[src/rtl/quad_decoder.sv]
// Quadrature encoder receiver: synchronizes and glitch-filters the A/B phases,
// decodes single steps into a wrapping position count and a per-window velocity.
//
// state   | meaning
// --------+---------------------------------------------------------------
// ST_INIT | after reset; first change only loads the reference phase
// ST_RUN  | normal decoding of CW / CCW steps and illegal transitions
module quad_decoder #(
   parameter int PWIDTH   = 16,
   parameter int VWIDTH   = 12,
   parameter int FILT_CYC = 3,
   parameter int WIN_CYC  = 1000
) (
   input  logic              CLK,
   input  logic              RST_N,
   input  logic              iA,
   input  logic              iB,
   input  logic              ZERO,
   input  logic              ERR_CLR,
   output logic [PWIDTH-1:0] POS,
   output logic              DIR,
   output logic              STEP,
   output logic              ERR,
   output logic [VWIDTH-1:0] VEL,
   output logic              VEL_VALID
);

   localparam int FW = (FILT_CYC > 1) ? $clog2(FILT_CYC) : 1;
   localparam int IW = $clog2(FILT_CYC + 3);
   localparam int WW = $clog2(WIN_CYC);

   localparam logic [FW-1:0]     FILT_M1 = FW'(FILT_CYC - 1);
   localparam logic [IW-1:0]     INIT_M1 = IW'(FILT_CYC + 1);
   localparam logic [WW-1:0]     WIN_M1  = WW'(WIN_CYC - 1);
   localparam logic [VWIDTH-1:0] VMAX    = {1'b0, {(VWIDTH-1){1'b1}}};
   localparam logic [VWIDTH-1:0] VMIN    = {1'b1, {(VWIDTH-1){1'b0}}};

   typedef enum logic {ST_INIT, ST_RUN} dec_state_t;

   dec_state_t        state, state_nxt;
   logic [1:0]        sync1, sync2, filt, ab_prev, chg;
   logic [FW-1:0]     fcnt [2];
   logic [IW-1:0]     icnt, icnt_nxt;
   logic [WW-1:0]     wcnt;
   logic [VWIDTH-1:0] acc, acc_nxt;
   logic              step_cw, step_ccw, illegal;

   // gray phase {A,B} to ordinal: 00->0, 10->1, 11->2, 01->3
   function automatic logic [1:0] phase_idx(input logic [1:0] ab);
      return {ab[0], ab[1] ^ ab[0]};
   endfunction

   always_ff @(posedge CLK or negedge RST_N) begin
      if (!RST_N) begin
         sync1 <= '0;
         sync2 <= '0;
      end else begin
         sync1 <= {iA, iB};
         sync2 <= sync1;
      end
   end

   always_ff @(posedge CLK or negedge RST_N) begin
      if (!RST_N) begin
         filt    <= '0;
         fcnt[0] <= '0;
         fcnt[1] <= '0;
      end else begin
         for (int i = 0; i < 2; i++) begin
            if (sync2[i] == filt[i]) begin
               fcnt[i] <= '0;
            end else if (fcnt[i] == FILT_M1) begin
               filt[i] <= sync2[i];
               fcnt[i] <= '0;
            end else begin
               fcnt[i] <= fcnt[i] + 1'b1;
            end
         end
      end
   end

   assign chg = filt ^ ab_prev;

   always_ff @(posedge CLK or negedge RST_N) begin
      if (!RST_N) begin
         state   <= ST_INIT;
         icnt    <= '0;
         ab_prev <= '0;
      end else begin
         state   <= state_nxt;
         icnt    <= icnt_nxt;
         ab_prev <= filt;
      end
   end

   always_comb begin
      state_nxt = state;
      icnt_nxt  = icnt;
      step_cw   = 1'b0;
      step_ccw  = 1'b0;
      illegal   = 1'b0;
      case (state)
         ST_INIT: begin
            if (chg != 2'b00 || icnt == INIT_M1) begin
               state_nxt = ST_RUN;
            end else begin
               icnt_nxt = icnt + 1'b1;
            end
         end
         ST_RUN: begin
            if (chg == 2'b11) begin
               illegal = 1'b1;
            end else if (chg != 2'b00) begin
               if (phase_idx(ab_prev) + 2'd1 == phase_idx(filt)) begin
                  step_cw = 1'b1;
               end else begin
                  step_ccw = 1'b1;
               end
            end
         end
         default: state_nxt = ST_INIT;
      endcase
   end

   // ZERO only overrides the position; STEP/DIR/velocity still see the step
   always_ff @(posedge CLK or negedge RST_N) begin
      if (!RST_N) begin
         POS  <= '0;
         DIR  <= 1'b0;
         STEP <= 1'b0;
         ERR  <= 1'b0;
      end else begin
         STEP <= step_cw | step_ccw;
         if (step_cw) begin
            DIR <= 1'b1;
         end else if (step_ccw) begin
            DIR <= 1'b0;
         end
         if (ZERO) begin
            POS <= '0;
         end else if (step_cw) begin
            POS <= POS + 1'b1;
         end else if (step_ccw) begin
            POS <= POS - 1'b1;
         end
         if (illegal) begin
            ERR <= 1'b1;
         end else if (ERR_CLR) begin
            ERR <= 1'b0;
         end
      end
   end

   always_comb begin
      acc_nxt = acc;
      if (step_cw && acc != VMAX) begin
         acc_nxt = acc + 1'b1;
      end else if (step_ccw && acc != VMIN) begin
         acc_nxt = acc - 1'b1;
      end
   end

   always_ff @(posedge CLK or negedge RST_N) begin
      if (!RST_N) begin
         wcnt      <= '0;
         acc       <= '0;
         VEL       <= '0;
         VEL_VALID <= 1'b0;
      end else begin
         VEL_VALID <= 1'b0;
         if (wcnt == WIN_M1) begin
            wcnt      <= '0;
            acc       <= '0;
            VEL       <= acc_nxt;
            VEL_VALID <= 1'b1;
         end else begin
            wcnt <= wcnt + 1'b1;
            acc  <= acc_nxt;
         end
      end
   end

endmodule

[config.mk]
export PLATFORM = sky130hd
export DESIGN_NAME = quad_decoder
export DESIGN_NICKNAME = d
export VERILOG_FILES = /design/src/rtl/quad_decoder.sv
export SDC_FILE = /design/constraint.sdc
export NUM_CORES = 1
export LEC_CHECK = 0
export CAP_MARGIN = 20
export CORE_MARGIN = 2
export CORE_UTILIZATION = 50
export CTS_CLUSTER_DIAMETER = 40
export CTS_CLUSTER_SIZE = 24
export DETAILED_ROUTE_END_ITERATION = 16
export PLACE_DENSITY = 0.8
export RECOVER_POWER = 50
export SLEW_MARGIN = 20
export SYNTH_ARGS = -nofsm -noshare
export SYNTH_HDL_FRONTEND = slang
export SYNTH_SLANG_ARGS = --single-unit
[constraint.sdc]
create_clock -name CLK -period 3.9 [get_ports CLK]
set_input_delay 0.39 -clock CLK [delete_from_list [all_inputs] [get_ports CLK]]
set_output_delay 0.39 -clock CLK [all_outputs]
set_load 0.01 [all_outputs]
==> results.json, run 1 <==
{
  "worst_slew_pin_slew_ps": 1840,
  "finalCritPeriodShare": 0.798,
  "wl_um": 7550,
  "nFillCells": 612,
  "min_path_type": "flop to flop",
  "ir_drop_uv": 429,
  "ys.flop_type": "dfrtp_1",
  "cpMaxStageDelayCell": "ha_1",
  "drv_cap": 1,
  "violations": "capacitance limit, slew limit",
  "slew_viol_final": 36,
  "gp_congestion": 0.969,
  "setup_tns_ps": 0,
  "first_global_vias": 2886,
  "cts_root_buffer": "clkbuf_8",
  "finalHoldViolCount": 0,
  "drtIter0Drc": 233,
  "die_area_um2": 8380,
  "synth_edf_count": 0,
  "dr.pass1.iters": 4,
  "syn2layout_area_growth_pct": 16.7,
  "ys_seq_elements": 70,
  "cts.clk_slew.worst_paths_ps": 80,
  "viasPerCell": 5.57,
  "synth_area_um2": 3830,
  "die_w_um": 91.5,
  "cpLargestDelayFamily": "compound AO/OA/AOI/OAI gates",
  "via_count": 3027,
  "diodes": 0,
  "cts_max_level": 3,
  "drive_above_1_share": 0.0698,
  "yosysSeqAreaShare": 0.457,
  "post_cts_buffers": 0,
  "start_util": 0.522,
  "syn_area_per_cell_um2": 9.60,
  "place_hpwl_um": 5360,
  "grt_busiest_layer": "met2",
  "io_pins": 38,
  "synthTopCellsByArea": "dfrtp_1 (46%), ha_1 (7.2%), nand2_1 (4.9%)",
  "powerDensity_nw_per_um2": 977,
  "start_kind": "flop",
  "hold_buffers": 0,
  "numPortBuffers": 37,
  "grtUsageTotal": 0.192,
  "fin_crit_ps": 3110,
  "cts_sinks": 70,
  "fin_nets": 468,
  "synthCells": 399,
  "clkLatencyLatePin_ps": 360,
  "finClkSkew_ps": 14.1,
  "rsz0062_at_grt": "no",
  "required_ps": 4140,
  "worstPathCellList": "xnor2_1 -> and3_1 -> inv_2 -> ha_1 -> nand4_1 -> a2111oi_0 -> a211oi_1 -> a221oi_1 -> mux2i_1 -> nand2_1",
  "ant_nets": 0,
  "crit_buf_inv": 1,
  "met3_usage": 0.0332,
  "leakage_uw": 0.00195,
  "cp_data_arrival_time_ps": 3350,
  "grtUsageMet2": 0.313,
  "relSlewSlack": -0.228,
  "die_h_um": 91.5,
  "yosysUniqueCellTypes": 60,
  "met1_usage": 0.257,
  "wl_per_cell_um": 13.9,
  "antenna_found_initial": 0,
  "setup_viol": 0,
  "crit_path_max_fanout": 24,
  "cts_buffers": 9,
  "grt_max_degree": 37,
  "grt_pass1_wl_um": 13100,
  "cts_buffer_depth": 2,
  "cts_tree": "done",
  "synth.top_cell.area_share": 0.457,
  "yosysTopAreaCell": "dfrtp_1",
  "status": "finished with violations",
  "syn_nets": 428,
  "synth_warnings": 0,
  "fin_hold_ws_ps": 352,
  "route.detailed.drc": 0,
  "num_rows": 31,
  "async_flop_share": 1.00,
  "fmax_ghz": 0.321,
  "post_cts_resized": 0,
  "cp-end-kind": "flop",
  "core-area_um2": 7330,
  "critPathKind": "flop to flop",
  "grt_overflow": 0,
  "slowest_delay_ps": 460
}
## cells in the final DEF, fill, tap and decap left out, types with 6 or more instances in the layout
cell	count
nand3_1	15
xnor2_1	19
a211oi_1	6
nor2_1	38
xor2_1	17
ha_1	22
nor3_1	10
nand2_1	50
dfrtp_1	70
inv_1	13
o21ai_1	12
clkdlybuf4s50_1	34
a21oi_1	28
o21ai_0	9
clkbuf_8	9
## power breakdown
group	total (uW)	switching [uW]	internal, uW	leakage [uW]
combinational	2690	1570	1120	0.000967
clock	553	310	243	0.0000888
sequential	1120	203	919	0.000894
total	4370	2080	2280	0.00195
## worst register-to-register path, delay by kind of cell, from the launching register on
family,cells,cell delay (ps)
adder cells (fa/ha/maj),1,470
multiplexers,1,220
AND/OR/NAND/NOR,3,540
flip-flops,1,440
AO/OA/AOI/OAI,3,920
XOR/XNOR,1,190
buffers and inverters,1,230
## layout make-up
type,count,area [um^2],share of cell area
Clock buffer,9,124,0.0277
Clock inverter,7,61.3,0.0137
Inverter,16,60.1,0.0134
Multi-Input combinational cell,302,1960,0.440
Sequential cell,70,1750,0.392
Tap cell,99,124,0.0277
Timing Repair Buffer,40,384,0.0859
## per-layer routing
layer / wire (um) / share of wire / vias to the layer above
met5: 0 / 0 / -
met4: 91 / 0.012 / 0
met3: 244 / 0.032 / 8
met2: 3650 / 0.48 / 46
met1: 3570 / 0.47 / 1475
li1: - / - / 1498
## Yosys cell counts (6+ instances only)
cell type   n
a211oi_1    6
a21oi_1    28
clkbuf_1    8
dfrtp_1    70
ha_1       22
inv_1      13
nand2_1    50
nand3_1    15
nor2_1     38
nor3_1     10
o21ai_0     9
o21ai_1    12
xnor2_1    19
xor2_1     17
## state kept, by name, indices dropped and copies added (netlist names)
register and count:
ab_prev 2, ERR 1, sync2 2, VEL 12
wcnt 10, icnt 3, fcnt 4, sync1 2
acc 12, STEP 1, VEL_VALID 1, state 1
POS 16, filt 2, DIR 1
## cell families after synthesis
| group | after synthesis | synth area share |
|---|---|---|
| AOI/OAI and AO/OA | 88 | 0.145 |
| xor gates and xnor gates | 36 | 0.0823 |
| adders and majority gates | 23 | 0.0771 |
| buffers and inverters | 27 | 0.0297 |
| DFF | 70 | 0.457 |
| muxes | 5 | 0.0140 |
| and+or+nand+nor | 150 | 0.194 |
## final timing paths
path                                           from                   to  slack [ps]  depth (start not counted)
worst max-delay path            filt[0]$_DFFE_PN0P_  POS[14]$_DFFE_PN0P_         790                         10
worst min-delay path             sync1[1]$_DFF_PN0_   sync2[1]$_DFF_PN0_         350                          0
worst max register to register  filt[0]$_DFFE_PN0P_  POS[14]$_DFFE_PN0P_         790                         10
worst min register to register   sync1[1]$_DFF_PN0_   sync2[1]$_DFF_PN0_         350                          0
max in group asynchronous                     RST_N     acc[0]$_DFF_PN0_        1680                          2
min in group asynchronous                     RST_N   POS[7]$_DFFE_PN0P_         520                          1
## metrics by stage
stage	cell area [um^2]	utilization	power [uW]	setup WS (ps)	instances
2_1_floorplan	3830	-	3210	1180	399
3_3_place_gp	4290	0.585	3700	981	527
3_5_place_dp	4290	0.585	3800	822	527
4_1_cts	4470	0.610	4370	799	543
5_1_grt	4470	0.610	4770	417	543
6_report	4470	0.610	4370	789	543
Power figures use the tool's default switching activity.
==> run 2, diff against run 1 <==
- PLACE_DENSITY: 0.8 -> 0.83
- clock period: 3.9 -> 2.8 ns (I/O delays scaled with it)
==> results.json, run 2 (synthesized netlist as in run 1, its figures left out) <==
{
  "fin_crit_ps": 2660,
  "grt_max_degree": 38,
  "grt_overflow": 0,
  "numPortBuffers": 37,
  "violations": "capacitance limit, slew limit",
  "die_h_um": 91.5,
  "final_cells": 550,
  "rsz0062_at_grt": "yes",
  "status": "finished with violations",
  "syn2layout_area_growth_pct": 19.7,
  "reg2regPathDepth": 10,
  "finalHoldViolCount": 0,
  "ant_nets": 0,
  "crit_path_max_fanout": 15,
  "die_area_um2": 8380,
  "cts_max_level": 3,
  "cts_sinks": 70,
  "r2r_start": "filt[1]$_DFFE_PN0P_",
  "post_cts_buffers": 0,
  "grtUsageTotal": 0.204,
  "nFillCells": 598,
  "cts.clk_slew.worst_paths_ps": 70,
  "ir_drop_uv": 746,
  "power.switching_uw": 2990,
  "relSlewSlack": -0.171,
  "setup_viol": 0,
  "powerDensity_nw_per_um2": 1420,
  "cts_tree": "done",
  "mostFrequentLayoutCells": "dfrtp_1 (70), nand2_1 (50), nor2_1 (38)",
  "drive_above_1_share": 0.0976,
  "power_frac_seq": 0.238,
  "cts_buffers": 9,
  "fin_nets": 476,
  "drtIter0Drc": 134,
  "num_rows": 31,
  "fmax_ghz": 0.377,
  "wl_um": 7710,
  "gp_congestion": 0.900,
  "clkLatencyLatePin_ps": 350,
  "min_path_type": "flop to flop",
  "reg_top3": "POS x16, VEL x12, acc x12",
  "startpoint": "filt[1]$_DFFE_PN0P_",
  "layout_commonest_cell": "dfrtp_1",
  "io_pins": 38,
  "cp-endpoint": "POS[14]$_DFFE_PN0P_",
  "hold_buffers": 0,
  "dp.cells": 535,
  "clkPwrFrac": 0.132,
  "start_kind": "flop",
  "regArea_um2": 1750,
  "viasPerCell": 5.57,
  "required_ps": 3030,
  "place_hpwl_um": 5590,
  "multiInputGateArea_um2": 2000,
  "leakage_uw": 0.00200,
  "regMostFlops": "POS",
  "core-area_um2": 7330,
  "cp-end-kind": "flop",
  "critPathKind": "flop to flop",
  "route.detailed.drc": 0,
  "cts_buffer_depth": 2,
  "die_w_um": 91.5,
  "drv_cap": 1,
  "wl_per_cell_um": 14.0,
  "fin_hold_ws_ps": 351,
  "diodes": 0,
  "cts_root_buffer": "clkbuf_8",
  "grt_pass1_wl_um": 13800,
  "dr.pass1.iters": 4,
  "slew_viol_final": 35,
  "p_int_uw": 3520,
  "finClkSkew_ps": 7.69,
  "power.total_uw": 6500,
  "netSwitchingFraction": 0.459,
  "worst_slew_pin_slew_ps": 1760,
  "r2r_slack_ps": 140,
  "r2r_end": "POS[14]$_DFFE_PN0P_",
  "cp_data_arrival_time_ps": 2890,
  "via_count": 3062,
  "antenna_found_initial": 0,
  "start_util": 0.522,
  "first_global_vias": 3107,
  "largest_reg_flops": 16,
  "p_comb_frac": 0.629,
  "finalCritPeriodShare": 0.948
}
## run 2: area by class of cell
cell class                      instances  area share
Inverter                               16      0.0136
Clock inverter                          4      0.0158
Multi-Input combinational cell        302       0.437
Timing Repair Buffer                   48      0.0960
Tap cell                               99      0.0270
Clock buffer                           11      0.0286
Sequential cell                        70       0.382
## run 2: power groups by stage
stage               clock network, uW  logic (uW)  registers (uW)
floorplan                           0        2930            1550
global placement                    0        3760            1550
detailed placement                  0        3890            1570
CTS                               884        3940            1550
global route                      923        4580            1590
finish                            859        4090            1550
## run 2: through the flow
step / TNS, ps / cell area [um^2] / utilization / setup slack, ps
after floorplan: 0 / 3830 / - / 83.9
after global placement: 0 / 4360 / 0.595 / 158
after detailed placement: -37.3 / 4360 / 0.595 / -37.3
after CTS: 0 / 4570 / 0.623 / 4.42
after global routing: -22.4 / 4590 / 0.626 / -22.4
final: 0 / 4590 / 0.626 / 144
## run 2: how the worst min path moves through the flow
stage,start,endpoint,depth (start not counted)
4_1_cts,RST_N,acc[2]$_DFF_PN0_,1
2_1_floorplan,RST_N,DIR$_DFFE_PN0P_,0
6_report,sync1[1]$_DFF_PN0_,sync2[1]$_DFF_PN0_,0
5_1_grt,sync1[1]$_DFF_PN0_,sync2[1]$_DFF_PN0_,0
3_5_place_dp,sync1[1]$_DFF_PN0_,sync2[1]$_DFF_PN0_,0
3_3_place_gp,sync1[0]$_DFF_PN0_,sync2[0]$_DFF_PN0_,0
## run 2: worst max-delay path, stage by stage, from the launching register on
cell and delay [ps]:
dfrtp_1 390, xor2_1 220, and3_4 240, inv_4 90
ha_2 400, nand4_1 200, a2111oi_2 360, a211oi_2 80
a221oi_1 300, mux2i_1 210, nand2_1 60
## run 2: layer usage
metal | track usage | vias up | share of wire
met4 | 0.0783 | 0 | 0.014
met2 | 0.338 | 77 | 0.49
met3 | 0.0581 | 17 | 0.046
li1 | - | 1509 | -
met1 | 0.253 | 1459 | 0.45
met5 | 0 | - | 0
## run 2: repair_timing
action                     in CTS  in global routing
cloned                          0                  0
gates resized for setup         1                 12
hold endpoints to repair        0                  0
pin swaps                       0                  1
setup endpoints to repair       2                  7
